$ cat src/rtl/uart_fb_pkg.sv
// Shared types, defaults and address-width helper for the UART-to-frame-buffer loader.
package uart_fb_pkg;

  typedef enum logic [1:0] {IDLE, LOAD, DONE} loader_state_e;

  localparam int IMG_W_DEF = 160;
  localparam int IMG_H_DEF = 200;
  localparam int PIX_W_DEF = 3;
  localparam int RX_W_DEF  = 4;

  function automatic int FB_ADDR_W(input int img_w, input int img_h);
    return $clog2(img_w * img_h);
  endfunction

endpackage

$ cat src/rtl/uart_frame_loader_rdy_edge_det.sv
// Rising-edge detector on the receiver's symbol-held level; the history flop resets high
// so a symbol already held when reset releases never produces an event.
module rdy_edge_det
  import uart_fb_pkg::*;
(
  input  logic CLOCK_50,
  input  logic resetn,
  input  logic rx_ready,
  output logic rdy_rise
);

  logic rx_ready_q;
  logic rx_ready_d;

  always_comb begin
    rx_ready_d = rx_ready;
  end

  always_ff @(posedge CLOCK_50) begin
    if (!resetn) rx_ready_q <= 1'b1;
    else         rx_ready_q <= rx_ready_d;
  end

  assign rdy_rise = rx_ready & ~rx_ready_q;

endmodule

$ cat src/rtl/uart_frame_loader.sv
// Turns received UART symbols into linear frame-buffer pixel writes, one per rx_ready edge.
// Optional LOADER_SKIP_INVALID_EN: drop symbols failing the framing check and count them.
module uart_frame_loader
  import uart_fb_pkg::*;
#(
  parameter int IMG_W  = IMG_W_DEF,
  parameter int IMG_H  = IMG_H_DEF,
  parameter int RX_W   = RX_W_DEF,
  parameter int PIX_W  = PIX_W_DEF,
  parameter int ADDR_W = FB_ADDR_W(IMG_W, IMG_H)
) (
  input  logic              CLOCK_50,
  input  logic              resetn,
  input  logic              rearm,
  input  logic              rx_ready,
  input  logic              rx_valid,
  input  logic [RX_W-1:0]   rx_data,
  output logic              rx_start,
  output logic              wr_en,
  output logic [ADDR_W-1:0] wr_addr,
  output logic [PIX_W-1:0]  wr_data,
  output logic              frame_done,
  output logic              busy,
  output logic [7:0]        err_cnt
);

  localparam int COL_W = (IMG_W > 1) ? $clog2(IMG_W) : 1;
  localparam int ROW_W = (IMG_H > 1) ? $clog2(IMG_H) : 1;
  localparam logic [COL_W-1:0] COL_LAST = COL_W'(IMG_W - 1);
  localparam logic [ROW_W-1:0] ROW_LAST = ROW_W'(IMG_H - 1);

  loader_state_e     state_q, state_d;
  logic [COL_W-1:0]  col_q, col_d;
  logic [ROW_W-1:0]  row_q, row_d;
  logic [ADDR_W-1:0] idx_q, idx_d;
  logic              rx_start_q, rx_start_d;
  logic              wr_en_q, wr_en_d;
  logic [ADDR_W-1:0] wr_addr_q, wr_addr_d;
  logic [PIX_W-1:0]  wr_data_q, wr_data_d;
  logic              frame_done_q, frame_done_d;
  logic              busy_q, busy_d;
  logic [7:0]        err_cnt_q, err_cnt_d;
  logic              rdy_rise;
  logic              accept;

  // Not every build reads rx_valid or the low symbol bits.
  logic unused_inputs;
  assign unused_inputs = ^{rx_valid, rx_data};

  rdy_edge_det u_rdy_edge_det (
    .CLOCK_50 (CLOCK_50),
    .resetn   (resetn),
    .rx_ready (rx_ready),
    .rdy_rise (rdy_rise)
  );

  always_comb begin
    state_d      = state_q;
    col_d        = col_q;
    row_d        = row_q;
    idx_d        = idx_q;
    wr_en_d      = 1'b0;
    wr_addr_d    = wr_addr_q;
    wr_data_d    = wr_data_q;
    frame_done_d = frame_done_q;
    err_cnt_d    = err_cnt_q;
    accept       = 1'b0;

    case (state_q)
      IDLE: begin
        col_d   = '0;
        row_d   = '0;
        idx_d   = '0;
        state_d = LOAD;
      end
      LOAD: begin
`ifdef LOADER_SKIP_INVALID_EN
        if (rdy_rise && !rx_valid) begin
          if (err_cnt_q != 8'hFF) err_cnt_d = err_cnt_q + 8'd1;
        end else if (rdy_rise) begin
          accept = 1'b1;
        end
`else
        if (rdy_rise) accept = 1'b1;
`endif
        if (accept) begin
          wr_en_d   = 1'b1;
          wr_addr_d = idx_q;
          wr_data_d = rx_data[RX_W-1 -: PIX_W];
          // The linear index runs alongside col/row so no row*IMG_W product is needed.
          idx_d     = idx_q + 1'b1;
          if (col_q == COL_LAST) begin
            col_d = '0;
            row_d = row_q + 1'b1;
            if (row_q == ROW_LAST) begin
              state_d      = DONE;
              frame_done_d = 1'b1;
            end
          end else begin
            col_d = col_q + 1'b1;
          end
        end
      end
      DONE: begin
        if (rearm) begin
          frame_done_d = 1'b0;
          state_d      = IDLE;
        end
      end
      default: state_d = IDLE;
    endcase

    rx_start_d = (state_d == LOAD);
    busy_d     = (state_d == LOAD);
  end

  always_ff @(posedge CLOCK_50) begin
    if (!resetn) begin
      state_q      <= IDLE;
      col_q        <= '0;
      row_q        <= '0;
      idx_q        <= '0;
      rx_start_q   <= 1'b0;
      wr_en_q      <= 1'b0;
      wr_addr_q    <= '0;
      wr_data_q    <= '0;
      frame_done_q <= 1'b0;
      busy_q       <= 1'b0;
      err_cnt_q    <= 8'd0;
    end else begin
      state_q      <= state_d;
      col_q        <= col_d;
      row_q        <= row_d;
      idx_q        <= idx_d;
      rx_start_q   <= rx_start_d;
      wr_en_q      <= wr_en_d;
      wr_addr_q    <= wr_addr_d;
      wr_data_q    <= wr_data_d;
      frame_done_q <= frame_done_d;
      busy_q       <= busy_d;
      err_cnt_q    <= err_cnt_d;
    end
  end

  assign rx_start   = rx_start_q;
  assign wr_en      = wr_en_q;
  assign wr_addr    = wr_addr_q;
  assign wr_data    = wr_data_q;
  assign frame_done = frame_done_q;
  assign busy       = busy_q;
  assign err_cnt    = err_cnt_q;

endmodule

$ cat config.mk
export PLATFORM = sky130hd
export DESIGN_NAME = uart_frame_loader
export DESIGN_NICKNAME = d
export VERILOG_FILES = /design/src/rtl/uart_fb_pkg.sv /design/src/rtl/uart_frame_loader_rdy_edge_det.sv /design/src/rtl/uart_frame_loader.sv
export SDC_FILE = /design/constraint.sdc
export NUM_CORES = 1
export LEC_CHECK = 0
export BUFFER_PORTS_ARGS = -buffer_cell sky130_fd_sc_hd__buf_2
export CORE_UTILIZATION = 56
export DETAILED_ROUTE_END_ITERATION = 8
export GPL_TIMING_DRIVEN = 0
export PLACE_DENSITY = 0.88
export RECOVER_POWER = 50
export SLEW_MARGIN = 30
export SYNTH_ARGS = -nofsm -noshare
export SYNTH_HDL_FRONTEND = slang
export SYNTH_HIERARCHICAL = 1
export SYNTH_SLANG_ARGS = --single-unit
$ cat constraint.sdc
create_clock -name CLOCK_50 -period 2.5 [get_ports CLOCK_50]
set_clock_uncertainty 0.2 [all_clocks]
set_input_delay 0.375 -clock CLOCK_50 [delete_from_list [all_inputs] [get_ports CLOCK_50]]
set_output_delay 0.375 -clock CLOCK_50 [all_outputs]
set_load 0.03 [all_outputs]
==> flow_results.xml <==
<?xml version="1.0" encoding="UTF-8"?>
<metrics>
  <group name="status">
    <metric name="run_status" unit="">finished, final reports clean</metric>
  </group>
  <group name="sta">
    <metric name="timing.final.hold_violations" unit="">0</metric>
    <metric name="final.period_utilization" unit="%">86.97</metric>
    <metric name="fmax" unit="MHz">459.9</metric>
    <metric name="measured_slew_at_the_worst_slew_check_pin" unit="ps">699.2</metric>
    <metric name="report.final.slew_viol_count" unit="">0</metric>
    <metric name="final_critical_delay_including_setup_and_external_delays" unit="ps">2174</metric>
    <metric name="final_setup_violation_count" unit="">0</metric>
    <metric name="slew_headroom" unit="%">52.96</metric>
    <metric name="grt_setup_unrepaired" unit="">no</metric>
    <metric name="timing.setup.tns" unit="ps">0</metric>
  </group>
  <group name="die">
    <metric name="floorplan_core_area" unit="um^2">4354</metric>
    <metric name="design.portCount" unit="">39</metric>
    <metric name="die_area" unit="um^2">4774</metric>
    <metric name="num_rows" unit="">24</metric>
    <metric name="die-height" unit="um">69.10</metric>
    <metric name="die_w" unit="um">69.10</metric>
    <metric name="initial_core_utilization" unit="%">57.90</metric>
  </group>
  <group name="clock_network">
    <metric name="tritoncts_num_sinks" unit="">55</metric>
    <metric name="cts.repair_timing.setup_buffer_count" unit="">0</metric>
    <metric name="cts.clk_slew.worst_paths" unit="ps">90</metric>
    <metric name="clock_tree.buffer_depth" unit="">2</metric>
    <metric name="cts-htree-levels" unit="">2</metric>
    <metric name="tritoncts" unit="">done</metric>
    <metric name="cts_buffers" unit="">5</metric>
    <metric name="post_cts_resized" unit="">0</metric>
    <metric name="clock_latency_on_the_worst_skew_pair" unit="ps">320</metric>
    <metric name="clockRootBuffer" unit="">sky130_fd_sc_hd__clkbuf_8</metric>
    <metric name="cts_hold_buf" unit="">0</metric>
  </group>
  <group name="placement">
    <metric name="cell_count_after_placement" unit="">393</metric>
    <metric name="post_detail_place_hpwl" unit="um">3908</metric>
    <metric name="number_of_i_o_port_buffers" unit="">28</metric>
    <metric name="finalWeightedCongestion" unit="">0.8900</metric>
  </group>
  <group name="cells_and_area">
    <metric name="insertedDiodeCount" unit="">0</metric>
    <metric name="final_net_count" unit="">360</metric>
    <metric name="layout.cells.most_common_list" unit="">sky130_fd_sc_hd__nand2_1, sky130_fd_sc_hd__dfxtp_1, sky130_fd_sc_hd__clkbuf_1</metric>
    <metric name="fraction_of_final_layout_cells_sized_beyond_drive_strength_1" unit="%">8.883</metric>
    <metric name="final_cell_count_no_fill" unit="">401</metric>
    <metric name="final_core_util" unit="%">65.43</metric>
    <metric name="area_growth" unit="%">13.00</metric>
  </group>
  <group name="flow_run">
    <metric name="cap_violations" unit="">0</metric>
  </group>
  <group name="synth">
    <metric name="synthesis.yosys.warnings" unit="">6</metric>
    <metric name="syn_avg_cell_area" unit="um^2">8.239</metric>
    <metric name="synth.area.top_cells" unit="">sky130_fd_sc_hd__dfxtp_1, sky130_fd_sc_hd__nand2_1, sky130_fd_sc_hd__a21oi_1, sky130_fd_sc_hd__nor2_1, sky130_fd_sc_hd__xnor2_1</metric>
    <metric name="ys_types" unit="">45</metric>
    <metric name="seq_cells_post_synth" unit="">55</metric>
    <metric name="synth_largest_type_area_fraction" unit="%">43.67</metric>
    <metric name="netlist_instances" unit="">306</metric>
    <metric name="async_set_reset_flop_share_out_of_synthesis" unit="%">0</metric>
    <metric name="yosysSeqAreaShare" unit="%">43.67</metric>
    <metric name="yosys_most_used_dff" unit="">sky130_fd_sc_hd__dfxtp_1</metric>
    <metric name="synth_edf_count" unit="">0</metric>
    <metric name="post-synth-top-area-cell" unit="">sky130_fd_sc_hd__dfxtp_1</metric>
    <metric name="syn-cell-area" unit="um^2">2521</metric>
  </group>
  <group name="global_routing">
    <metric name="grt_antenna_before_repair" unit="">0</metric>
    <metric name="overflow" unit="">0</metric>
    <metric name="track_usage" unit="%">25.05</metric>
    <metric name="first_global_vias" unit="">2157</metric>
    <metric name="grt_max_degree" unit="">17</metric>
    <metric name="grt_first_pass_wirelength" unit="um">9680</metric>
  </group>
  <group name="pwr">
    <metric name="powerDensity" unit="nW/um^2">585.0</metric>
    <metric name="pwr-share-clk" unit="%">40.9</metric>
    <metric name="power.net_switching" unit="mW">0.3591</metric>
    <metric name="cell_internal_power" unit="mW">1.308</metric>
    <metric name="power.leakage" unit="nW">0.9439</metric>
    <metric name="combinationalPowerShare" unit="%">6.1</metric>
    <metric name="sw_frac_of_total" unit="%">21.55</metric>
    <metric name="share_seq_of_total_power" unit="%">53.0</metric>
    <metric name="ir_drop" unit="mV">0.3143</metric>
  </group>
  <group name="worst_setup_path">
    <metric name="critical_path.slowest_cell" unit="">sky130_fd_sc_hd__or4_1</metric>
    <metric name="worst_ep_arrival_time" unit="ps">2220</metric>
    <metric name="critPathMaxFanout" unit="">7</metric>
    <metric name="stage_delay_of_the_slowest_cell_on_the_critical_path" unit="ps">510</metric>
    <metric name="cell_by_cell_listing_of_the_critical_path" unit="">nor2b_4 &gt; clkbuf_1 &gt; nor2b_1 &gt; or2_1 &gt; clkbuf_2 &gt; or4_1 &gt; a21oi_1</metric>
    <metric name="cp-start-kind" unit="">flip-flop</metric>
    <metric name="critPathCaptureType" unit="">flip-flop</metric>
    <metric name="critical_path.n_buffers_inverters" unit="">2</metric>
    <metric name="crit_required" unit="ps">2540</metric>
    <metric name="critPathTopFamily" unit="">simple AND/OR/NAND/NOR gates</metric>
    <metric name="worstSetupPathType" unit="">reg -&gt; reg</metric>
  </group>
  <group name="drt">
    <metric name="detail_route.iter0.violations" unit="">197</metric>
    <metric name="wire_per_inst" unit="um">14.20</metric>
    <metric name="drt_drc_violations_left" unit="">0</metric>
    <metric name="drt-total-wl" unit="um">5693</metric>
    <metric name="postRouteAntennaNets" unit="">0</metric>
    <metric name="detail_route.first_pass.iterations" unit="">5</metric>
    <metric name="post_drt_via_cell_ratio" unit="">5.703</metric>
    <metric name="dr_total_vias" unit="">2287</metric>
  </group>
  <group name="worst_hold_path">
    <metric name="min_path_type" unit="">in -&gt; reg</metric>
  </group>
</metrics>
[per-layer routing]
metal / vias to the layer above / part of all wire [%] / wire [um] / GRT usage [%]
met2: 82 / 47 / 2651 / 39.27
li1: 1146 / - / - / -
met1: 1044 / 45 / 2572 / 32.43
met3: 15 / 6.1 / 346 / 5.848
met5: - / 0 / 0 / 0
met4: 0 / 2.2 / 123 / 12.02
[power by group through the flow]
stage	Clock (mW)	Combinational, mW	Sequential (mW)
6_report	0.682	0.102	0.883
5_1_grt	0.725	0.110	0.884
4_1_cts	0.689	0.102	0.883
3_5_place_dp	0	0.101	0.904
3_3_place_gp	0	0.0994	0.903
2_1_floorplan	0	0.0708	0.908
[cell usage after synthesis, types with 2 or more instances]
master / count
sky130_fd_sc_hd__buf_2: 4
sky130_fd_sc_hd__or4_1: 4
sky130_fd_sc_hd__mux2i_1: 3
sky130_fd_sc_hd__buf_4: 10
sky130_fd_sc_hd__nand3b_1: 4
sky130_fd_sc_hd__o31ai_1: 4
sky130_fd_sc_hd__ha_1: 3
sky130_fd_sc_hd__xnor2_1: 10
sky130_fd_sc_hd__nand4_1: 6
sky130_fd_sc_hd__a22oi_1: 2
sky130_fd_sc_hd__clkbuf_1: 10
sky130_fd_sc_hd__nor2_1: 27
sky130_fd_sc_hd__dfxtp_1: 55
sky130_fd_sc_hd__o21a_1: 3
sky130_fd_sc_hd__a21oi_1: 34
sky130_fd_sc_hd__and3_1: 4
sky130_fd_sc_hd__nand2b_1: 4
sky130_fd_sc_hd__nor3_1: 5
sky130_fd_sc_hd__a311oi_1: 4
sky130_fd_sc_hd__or3_1: 2
sky130_fd_sc_hd__and2_1: 5
sky130_fd_sc_hd__nand3_1: 9
sky130_fd_sc_hd__o21ai_0: 7
sky130_fd_sc_hd__nand2_1: 55
sky130_fd_sc_hd__nor4_1: 8
sky130_fd_sc_hd__nor4b_1: 3
sky130_fd_sc_hd__a31oi_1: 3
[layout make-up]
| type | count | area, um^2 |
|---|---|---|
| buffer | 25 | 131.4 |
| clock buffer | 6 | 72.57 |
| clock inverter | 2 | 60.06 |
| fill | 400 | 1505 |
| inverter | 2 | 7.507 |
| multi-input combinational | 231 | 1299 |
| sequential | 55 | 1101 |
| tap | 52 | 65.06 |
| timing repair buffer | 28 | 112.6 |
[sequential cells by signal (all words and copies together), names as in the netlist]
signal                     count
busy                           1
col_q                          8
frame_done                     1
idx_q                         15
row_q                          8
state_q                        2
u_rdy_edge_det/rx_ready_q      1
wr_addr                       15
wr_data                        3
wr_en                          1
[worst paths after layout]
check | startpoint | endpoint | slack [ps] | cells past startpoint
setup / recovery | u_rdy_edge_det/rx_ready_q | col_q[7] | 330 | 7
hold / removal | rx_ready | u_rdy_edge_det/rx_ready_q | 60 | 2
setup reg to reg | u_rdy_edge_det/rx_ready_q | col_q[7] | 330 | 7
hold reg to reg | wr_data[0] | wr_data[0] | 260 | 2
[metrics by stage]
step | hold WS, ps | cell area (um^2) | setup slack [ps] | power (mW)
3_3_place_gp | 239.1 | 2753 | 429.1 | 1.003
3_5_place_dp | 243.3 | 2753 | 397.2 | 1.005
5_1_grt | 74.78 | 2849 | 212.0 | 1.719
6_report | 59.53 | 2849 | 325.7 | 1.667
2_1_floorplan | 247.5 | 2547 | 639.4 | 0.9786
4_1_cts | 58.43 | 2885 | 505.8 | 1.674
[kinds of logic (layout without fill, tap and decap cells)]
family / Yosys count / count (layout) / share of synthesized area [%]
adder cells (fa/ha/maj): 3 / 3 / 1.489
AND/OR/NAND/NOR: 146 / 146 / 29.98
XOR/XNOR: 10 / 10 / 3.474
AO/OA/AOI/OAI: 61 / 61 / 14.29
other: 1 / 8 / 0.1487
buffers and inverters: 27 / 63 / 5.756
flip-flops: 55 / 55 / 43.67
multiplexers: 3 / 3 / 1.191
Note: power is estimated with default switching activity, not from simulation.
